[config.mk]
export PLATFORM = sky130hd
export DESIGN_NAME = regfile_bypass_sb
export DESIGN_NICKNAME = d
export VERILOG_FILES = /design/src/rtl/regfile_pkg.sv /design/src/rtl/regfile_scoreboard.sv /design/src/rtl/regfile_bypass_sb.sv
export SDC_FILE = /design/constraint.sdc
export NUM_CORES = 2
export LEC_CHECK = 0
export CORE_MARGIN = 8
export CORE_UTILIZATION = 25
export CTS_BUF_LIST = sky130_fd_sc_hd__clkbuf_4
export CTS_CLUSTER_DIAMETER = 30
export DETAILED_ROUTE_END_ITERATION = 10
export SLEW_MARGIN = 20
export SYNTH_ARGS = -nofsm -noshare
export SYNTH_HDL_FRONTEND = slang
export SYNTH_HIERARCHICAL = 1
export SYNTH_SLANG_ARGS = --single-unit
[constraint.sdc]
create_clock -name clock -period 3.56 [get_ports clock]
set_input_delay 0.712 -clock clock [delete_from_list [all_inputs] [get_ports clock]]
set_output_delay 0.712 -clock clock [all_outputs]
set_load 0.02 [all_outputs]
[src/rtl/regfile_pkg.sv]
// Shared constants for the Beta-style register file: default width, depth
// and the indices of the architecturally special registers.
package regfile_pkg;

    localparam int DATA_W_DEF   = 32;
    localparam int NREGS_DEF    = 32;
    localparam int ZERO_REG_IDX = 31;
    localparam int XP_REG_IDX   = 30;
    localparam int SP_REG_IDX   = 29;
    localparam int LP_REG_IDX   = 28;
    localparam int BP_REG_IDX   = 27;

endpackage

[src/rtl/regfile_scoreboard.sv]
// One busy bit per register: set by decode when a producer issues,
// cleared by writeback, with two combinational lookups.
module regfile_scoreboard
    import regfile_pkg::*;
#(
    parameter int NREGS    = NREGS_DEF,
    parameter int ZERO_REG = ZERO_REG_IDX
) (
    input  logic                     clock,
    input  logic                     reset_n,
    input  logic                     clr_en,
    input  logic [$clog2(NREGS)-1:0] clr_addr,
    input  logic                     rsv_en,
    input  logic [$clog2(NREGS)-1:0] rsv_addr,
    input  logic [$clog2(NREGS)-1:0] look_a,
    input  logic [$clog2(NREGS)-1:0] look_b,
    output logic                     busy_a,
    output logic                     busy_b
);

    localparam int AW = $clog2(NREGS);
    localparam logic [AW-1:0] ZERO_A = AW'(ZERO_REG);

    logic [NREGS-1:0] busy;

    // The reserve assignment comes last so a same-cycle reserve overrides
    // the clear: the newly issued producer is still outstanding.
    always_ff @(posedge clock or negedge reset_n) begin
        if (!reset_n) begin
            busy <= '0;
        end else begin
            if (clr_en && (clr_addr != ZERO_A)) busy[clr_addr] <= 1'b0;
            if (rsv_en && (rsv_addr != ZERO_A)) busy[rsv_addr] <= 1'b1;
        end
    end

    assign busy_a = busy[look_a];
    assign busy_b = busy[look_b];

endmodule

[src/rtl/regfile_bypass_sb.sv]
// Two-read / one-write register file with hardwired zero register, XP write
// override, optional write-to-read bypass and a busy scoreboard.
module regfile_bypass_sb
    import regfile_pkg::*;
#(
    parameter int DATA_W   = DATA_W_DEF,
    parameter int NREGS    = NREGS_DEF,
    parameter int ZERO_REG = ZERO_REG_IDX,
    parameter int XP_REG   = XP_REG_IDX,
    parameter bit BYPASS   = 1'b1
) (
    input  logic                     clock,
    input  logic                     reset_n,
    input  logic [$clog2(NREGS)-1:0] ra,
    input  logic [$clog2(NREGS)-1:0] rb,
    input  logic [$clog2(NREGS)-1:0] rc,
    input  logic                     ra2sel,
    input  logic                     wasel,
    input  logic                     werf,
    input  logic [DATA_W-1:0]        wdata,
    input  logic                     rsv_en,
    input  logic [$clog2(NREGS)-1:0] rsv_addr,
    output logic [DATA_W-1:0]        radata,
    output logic [DATA_W-1:0]        rbdata,
    output logic                     busy_a,
    output logic                     busy_b
);

    localparam int AW = $clog2(NREGS);
    localparam logic [AW-1:0] ZERO_A = AW'(ZERO_REG);
    localparam logic [AW-1:0] XP_A   = AW'(XP_REG);

    logic [DATA_W-1:0] regs [NREGS];
    logic [AW-1:0]     addr_b;
    logic [AW-1:0]     wa;
    logic              we;
    logic              sb_busy_a;
    logic              sb_busy_b;
    logic [DATA_W:0]   port_a;
    logic [DATA_W:0]   port_b;

    assign addr_b = ra2sel ? rc : rb;
    assign wa     = wasel ? XP_A : rc;
    assign we     = werf && (wa != ZERO_A);

    always_ff @(posedge clock or negedge reset_n) begin
        if (!reset_n) begin
            for (int i = 0; i < NREGS; i++) regs[i] <= '0;
        end else if (we) begin
            regs[wa] <= wdata;
        end
    end

    regfile_scoreboard #(
        .NREGS    (NREGS),
        .ZERO_REG (ZERO_REG)
    ) u_scoreboard (
        .clock    (clock),
        .reset_n  (reset_n),
        .clr_en   (werf),
        .clr_addr (wa),
        .rsv_en   (rsv_en),
        .rsv_addr (rsv_addr),
        .look_a   (ra),
        .look_b   (addr_b),
        .busy_a   (sb_busy_a),
        .busy_b   (sb_busy_b)
    );

    // Returns {data, busy}; a forwarded value is the producer's result, so
    // the reader no longer has to wait for it.
    function automatic logic [DATA_W:0] read_port(
        input logic [AW-1:0]     addr,
        input logic [DATA_W-1:0] stored,
        input logic              sb_busy,
        input logic              wr_en,
        input logic [AW-1:0]     wr_addr,
        input logic [DATA_W-1:0] wr_data
    );
        if (addr == ZERO_A) return '0;
        if (BYPASS && wr_en && (wr_addr == addr)) return {wr_data, 1'b0};
        return {stored, sb_busy};
    endfunction

    assign port_a = read_port(ra, regs[ra], sb_busy_a, we, wa, wdata);
    assign port_b = read_port(addr_b, regs[addr_b], sb_busy_b, we, wa, wdata);

    // Outputs are forced quiet during reset so a bypassed wdata cannot leak out.
    assign {radata, busy_a} = reset_n ? port_a : '0;
    assign {rbdata, busy_b} = reset_n ? port_b : '0;

endmodule

## After elaboration in Yosys (flattened, before gate mapping)

Cells that the tools add are included.

- Flip-flop bits (word level): 1056
- Logic and storage cells: 99

- Magnitude comparators: 10
- Eq/ne operators: 6
- Multiplexer cells: 37
- Bitwise logic cells: 6
- Reductions and logical operators: 7

Operators by type and width:

| kind | number |
|---|---|
| bitwise mux 1024 bit | 1 |
| 2-to-1 mux 33 bit | 10 |
| binary-select mux 32 bit (select 5 bit) | 2 |
| 2-to-1 mux 32 bit | 7 |
| demux 32 bit (select 5 bit) | 1 |
| AND 32 bit | 1 |
| inverter 32 bit | 1 |
| OR 32 bit | 1 |
| < comparator 5 x 6 -> 1 bit (second input constant) | 4 |
| >= comparator 6 bit (second input constant) | 3 |
| inverter 5 -> 6 bit | 3 |
| binary-select mux 1 bit (select 5 bit) | 2 |
| demux 1 bit (select 5 bit) | 2 |
| equality test 5 bit | 2 |
| equality test 5 bit (second input constant) | 2 |
| >= comparator 5 x 1 -> 1 bit (second input constant) | 2 |
| 2-to-1 mux 1 bit | 10 |
| 2-to-1 mux 5 bit | 2 |
| != test 5 bit (second input constant) | 2 |
| logical AND 1 bit | 7 |
| < comparator 6 x 1 -> 1 bit (second input constant) | 1 |

## Logic depth before layout (Yosys ltp)

- Depth in word-level cells: 10
- Gate-level depth with buffers: 14
- Depth with buffers taken out: 9

## Modules after synthesis

The synthesis kept the hierarchy.

Modules (own cells, without submodules):

| module | times used | cells an instance | area an instance (µm²) | seq. area each (µm²) |
|---|---|---|---|---|
| regfile_bypass_sb | 1 | 5305 | 59649.7 | 25624.6 |
| regfile_scoreboard | 1 | 207 | 1946.9 | 800.8 |

## Worst setup path after synthesis

Ideal clock, no wire load.

- Path type: input-to-output
- From: input wasel
- To: output radata[10]
- Arrival time: 2.824 ns
- Required time: 2.848 ns
- Setup slack: 0.024 ns
- Stages on the path: 10
- Cell sequence: buf_2 -> nor2_1 -> inv_1 -> o21ai_1 -> a22o_1 -> a21oi_1 -> or4_1 -> buf_2 -> buf_2 -> a211oi_1

- Cells in the longest elaborated chain, start to end: 9

RTL lines:

| what | RTL line | text |
|---|---|---|
| start: declaration | regfile_bypass_sb.sv:18 | `input logic wasel,` |
| 2-to-1 mux 5 bit * | regfile_bypass_sb.sv:43 | `assign wa = wasel ? XP_A : rc;` |
| via wa[4] | regfile_bypass_sb.sv:35 | `logic [AW-1:0] wa;` |
| != test 5 bit | regfile_bypass_sb.sv:44 | `assign we = werf && (wa != ZERO_A);` |
| logical AND 1 bit | regfile_bypass_sb.sv:44 |  |
| logical AND 1 bit * | regfile_bypass_sb.sv:81 | `if (BYPASS && wr_en && (wr_addr == addr)) return {wr_data, 1'b0};` |
| 2-to-1 mux 1 bit (2 in series) | regfile_bypass_sb.sv:81 |  |
| 2-to-1 mux 33 bit * | regfile_bypass_sb.sv:82 | `return {stored, sb_busy};` |
| 2-to-1 mux 33 bit * | regfile_bypass_sb.sv:81 |  |
| 2-to-1 mux 33 bit * | regfile_bypass_sb.sv:89 | `assign {radata, busy_a} = reset_n ? port_a : '0;` |
| end: declaration | regfile_bypass_sb.sv:23 | `output logic [DATA_W-1:0] radata,` |

Mark *: on every way through the listed nets, which the timed path passes. The rest lies on a longest branch. The select of a mux whose other input is x is not followed.

## Worst setup path in the final report

- From: register regs[581] (netlist bit)
- To: output radata[5]

- Cells in the longest elaborated chain, start to end: 6

RTL lines:

| what | RTL line | text |
|---|---|---|
| start: declaration | regfile_bypass_sb.sv:33 | `logic [DATA_W-1:0] regs [NREGS];` |
| start signal: indexed assignment | regfile_bypass_sb.sv:50 | `regs[wa] <= wdata;` |
| binary-select mux 32 bit (select 5 bit) | regfile_bypass_sb.sv:85 | `assign port_a = read_port(ra, regs[ra], sb_busy_a, we, wa, wdata);` |
| 2-to-1 mux 32 bit (implied by the code) (2 in series) | regfile_bypass_sb.sv:85 |  |
| 2-to-1 mux 33 bit | regfile_bypass_sb.sv:82 |  |
| 2-to-1 mux 33 bit | regfile_bypass_sb.sv:81 |  |
| 2-to-1 mux 33 bit | regfile_bypass_sb.sv:89 |  |

No other way between the ends. The select of a mux whose other input is x is not followed.

==> qor.yml <==
global_route:
  grt_overflow: 0
  grt_pass1_vias: 53100
  grt_max_degree: 171
  grt_util_all_layers_pct: 17.9
  antenna_found_initial: 12
  grt_pass1_wl_um: 360000
floorplanning:
  core.rowCount: 182
  dieWidth_um: 512
  die-area_sq_um: 263000
  ios: 124
  fp.dieH_um: 512
  start_util_pct: 25.1
  core_area_sq_um: 245000
setup_path:
  reg2reg_slack_ps: 2550
  crit_buf_inv: 2
  critPathSlowestCell: "mux4_2"
  path_cells: "mux4_2, mux4_2, mux2i_1, buf_4, a211oi_1, buf_4"
  startpoint_type: "flop"
  cp_top_family: "multiplexers"
  cp-end-kind: "primary output"
  cp_data_required_time_ps: 2850
  crit_type: "reg2out"
  cp.arrival_ps: 3370
  max_stage_delay_ps: 510
  rr_endpoint: "regs[281]$_DFFE_PN0P_"
  rr_worst_depth: 3
  rr_startpoint: "regs[281]$_DFFE_PN0P_"
  crit_path_max_fanout: 4
yosys:
  synthFlopType: "dfrtp_1"
  yosysWarnings: 6
  synth_edf_count: 0
  synth_common_cells: "dfrtp_1 (1,056), mux2_2 (948), nand2_1 (629)"
  synthTopCellsByArea: "dfrtp_1 (43%), mux2_2 (17%), mux4_2 (12%)"
  synthCells: 5512
  synth_top_area_cell: "dfrtp_1"
  netlist_area_sq_um: 61600
  yosysMostFrequentCell: "dfrtp_1"
  synth-seq-area-share_pct: 42.9
  synthArstFlopShare_pct: 100
  syn_nets: 5570
  synth-seq-cells: 1056
  yosysTopAreaCellShare_pct: 42.9
  synth.distinct_cells: 67
  avgSynthCellArea_sq_um: 11.2
layout:
  seq_area_sq_um: 26400
  final_nets: 6029
  drive_gt1_share_pct: 43.6
  post-route-util_pct: 31.2
  syn_to_final_growth_pct: 24.5
  multi_input_area_sq_um: 33900
  num-fill-cells: 24600
timing:
  slew_headroom_pct: 28.0
  setup_viol: 66
  clock.fmax_mhz: 245
  drv_slew: 0
  fin_crit_ps: 4080
  fin_hold_ws_ps: 295
  timing.final.crit_share_pct: 115
  tns_ps: -23460
  worst_slew_pin_slew_ps: 1080
  finalHoldViolCount: 0
  finalWorstSetupSlack_ps: -523
  grt_setup_unrepaired: "true"
  finClkSkew_ps: 0
hold_path:
  min_delay_path_depth: 3
  holdCritPathClass: "in2reg"
  min_to: "u_scoreboard/busy[9]$_DFF_PN0_"
  min_from: "rsv_addr[3]"
clock_tree:
  cts_buffers: 304
  clockRootBuffer: "clkbuf_4"
  cts_tree: "yes"
  htree_num_levels: 5
  cts_sinks: 1056
  clk_latency_ps: 1290
  clk_pin_slew_ps: 80
  ctsLongestPathBuffers: 4
outcome:
  status: "complete, but fails checks"
  violations: "setup timing"
power_and_ir_drop:
  peakVddDrop_mv: 0.235
  p_leak_uw: 0.0327
  power_density_nw_per_um2: 447
routing:
  wirelength_um: 247000
  wire_per_inst_um: 26.3
  ant_nets: 0
  drt_iter0_drc: 5833
  drc_errors: 0
  vias_per_cell: 5.62
  vias: 52800
  drtPass1Iterations: 6
placed_design:
  dp_hpwl_um: 162000
  numPortBuffers: 123
  place_congestion: 0.932
run:
  max_cap_violations: 0
==> metrics by stage <==
step	instances	setup WS, ps	power [uW]	cell area [sq um]
final	9392	-523	34300	76700
after global routing	9385	-621	35800	76700
after CTS	9345	-655	34200	75900
after detailed placement	8810	-1110	22600	71000
after global placement	8810	-1060	22400	71000
after floorplan	5512	23.6	19300	61600
==> flip-flops by register name (all words and copies together) (netlist names) <==
| register | cells |
|---|---|
| u_scoreboard/busy | 32 |
| regs | 1024 |
==> cell usage in the layout (no fill, tap or decap), types with 27 or more instances in the layout <==
master,instances
nand3_1,196
buf_4,435
dfrtp_1,1056
nand4_1,48
mux4_2,322
clkinv_1,50
mux2i_1,65
a311oi_1,27
inv_2,27
and3_1,27
inv_1,37
nand2_1,606
mux2_2,948
buf_12,190
nor2_1,165
clkdlybuf4s50_1,39
a211oi_2,37
o22ai_1,142
a31oi_1,58
a21oi_1,52
o21ai_0,226
a211oi_1,115
nor2b_1,186
o211ai_1,135
a22oi_1,59
buf_6,48
clkbuf_4,424
==> worst reg2reg max path, stage by stage, from the launching register on <==
cell,delay [ps]
dfrtp_1,410
buf_6,130
buf_4,120
mux2_2,250
==> where the power goes <==
group / internal, uW / total [uW] / switching [uW] / leakage, uW
sequential: 13600 / 14800 / 1270 / 0.0138
combinational: 4060 / 8250 / 4190 / 0.0167
clock: 5740 / 11200 / 5440 / 0.00216
total: 23400 / 34300 / 10900 / 0.0327
==> metal layers <==
layer,vias to the layer above,global-route usage (%),wire length (um)
li1,21700,-,-
met1,27000,21.6,92000
met2,3191,28.6,114000
met3,851,3.75,21700
met4,4,12.8,19400
met5,-,0,27
==> cell type report <==
cell class	count	share of cell area, %
clock inverter	72	0.509
timing repair buffer	743	11.0
antenna	11	0.0359
multi-input combinational	3802	44.2
clock buffer	424	4.15
tap	3220	5.25
sequential	1056	34.5
inverter	64	0.356
==> worst max-delay path by stage <==
stage	start	endpoint	slack, ps	cells after the start
global placement	rb[2]	rbdata[3]	-1060	14
floorplan	wasel	radata[10]	20	10
CTS	regs[3]$_DFFE_PN0P_	radata[3]	-650	6
finish	regs[581]$_DFFE_PN0P_	radata[5]	-520	6
global route	regs[3]$_DFFE_PN0P_	radata[3]	-620	6
detailed placement	rb[2]	rbdata[3]	-1110	14
==> cell families (layout without fill, tap and decap cells) <==
family                 count (synthesis)  count (layout)  share of synthesized area, %
buffers and inverters                654            1303                          4.41
XOR/XNOR                               3               3                        0.0427
AND/OR/NAND/NOR                     1341            1341                          9.92
multiplexers                        1359            1359                          30.6
AO/OA/AOI/OAI                       1099            1099                          12.1
flip-flops                          1056            1056                          42.9
other                                  0              11                             0
==> what timing repair did <==
action                     CTS  global route
hold buffers                 2             0
hold endpoints to repair   252             0
setup endpoints to repair   66            66
gates cloned                 3             4
resized for setup          322           102
setup buffers               64            34
pin swaps                  221           130
No activity file was read; power rests on OpenSTA's default activity.
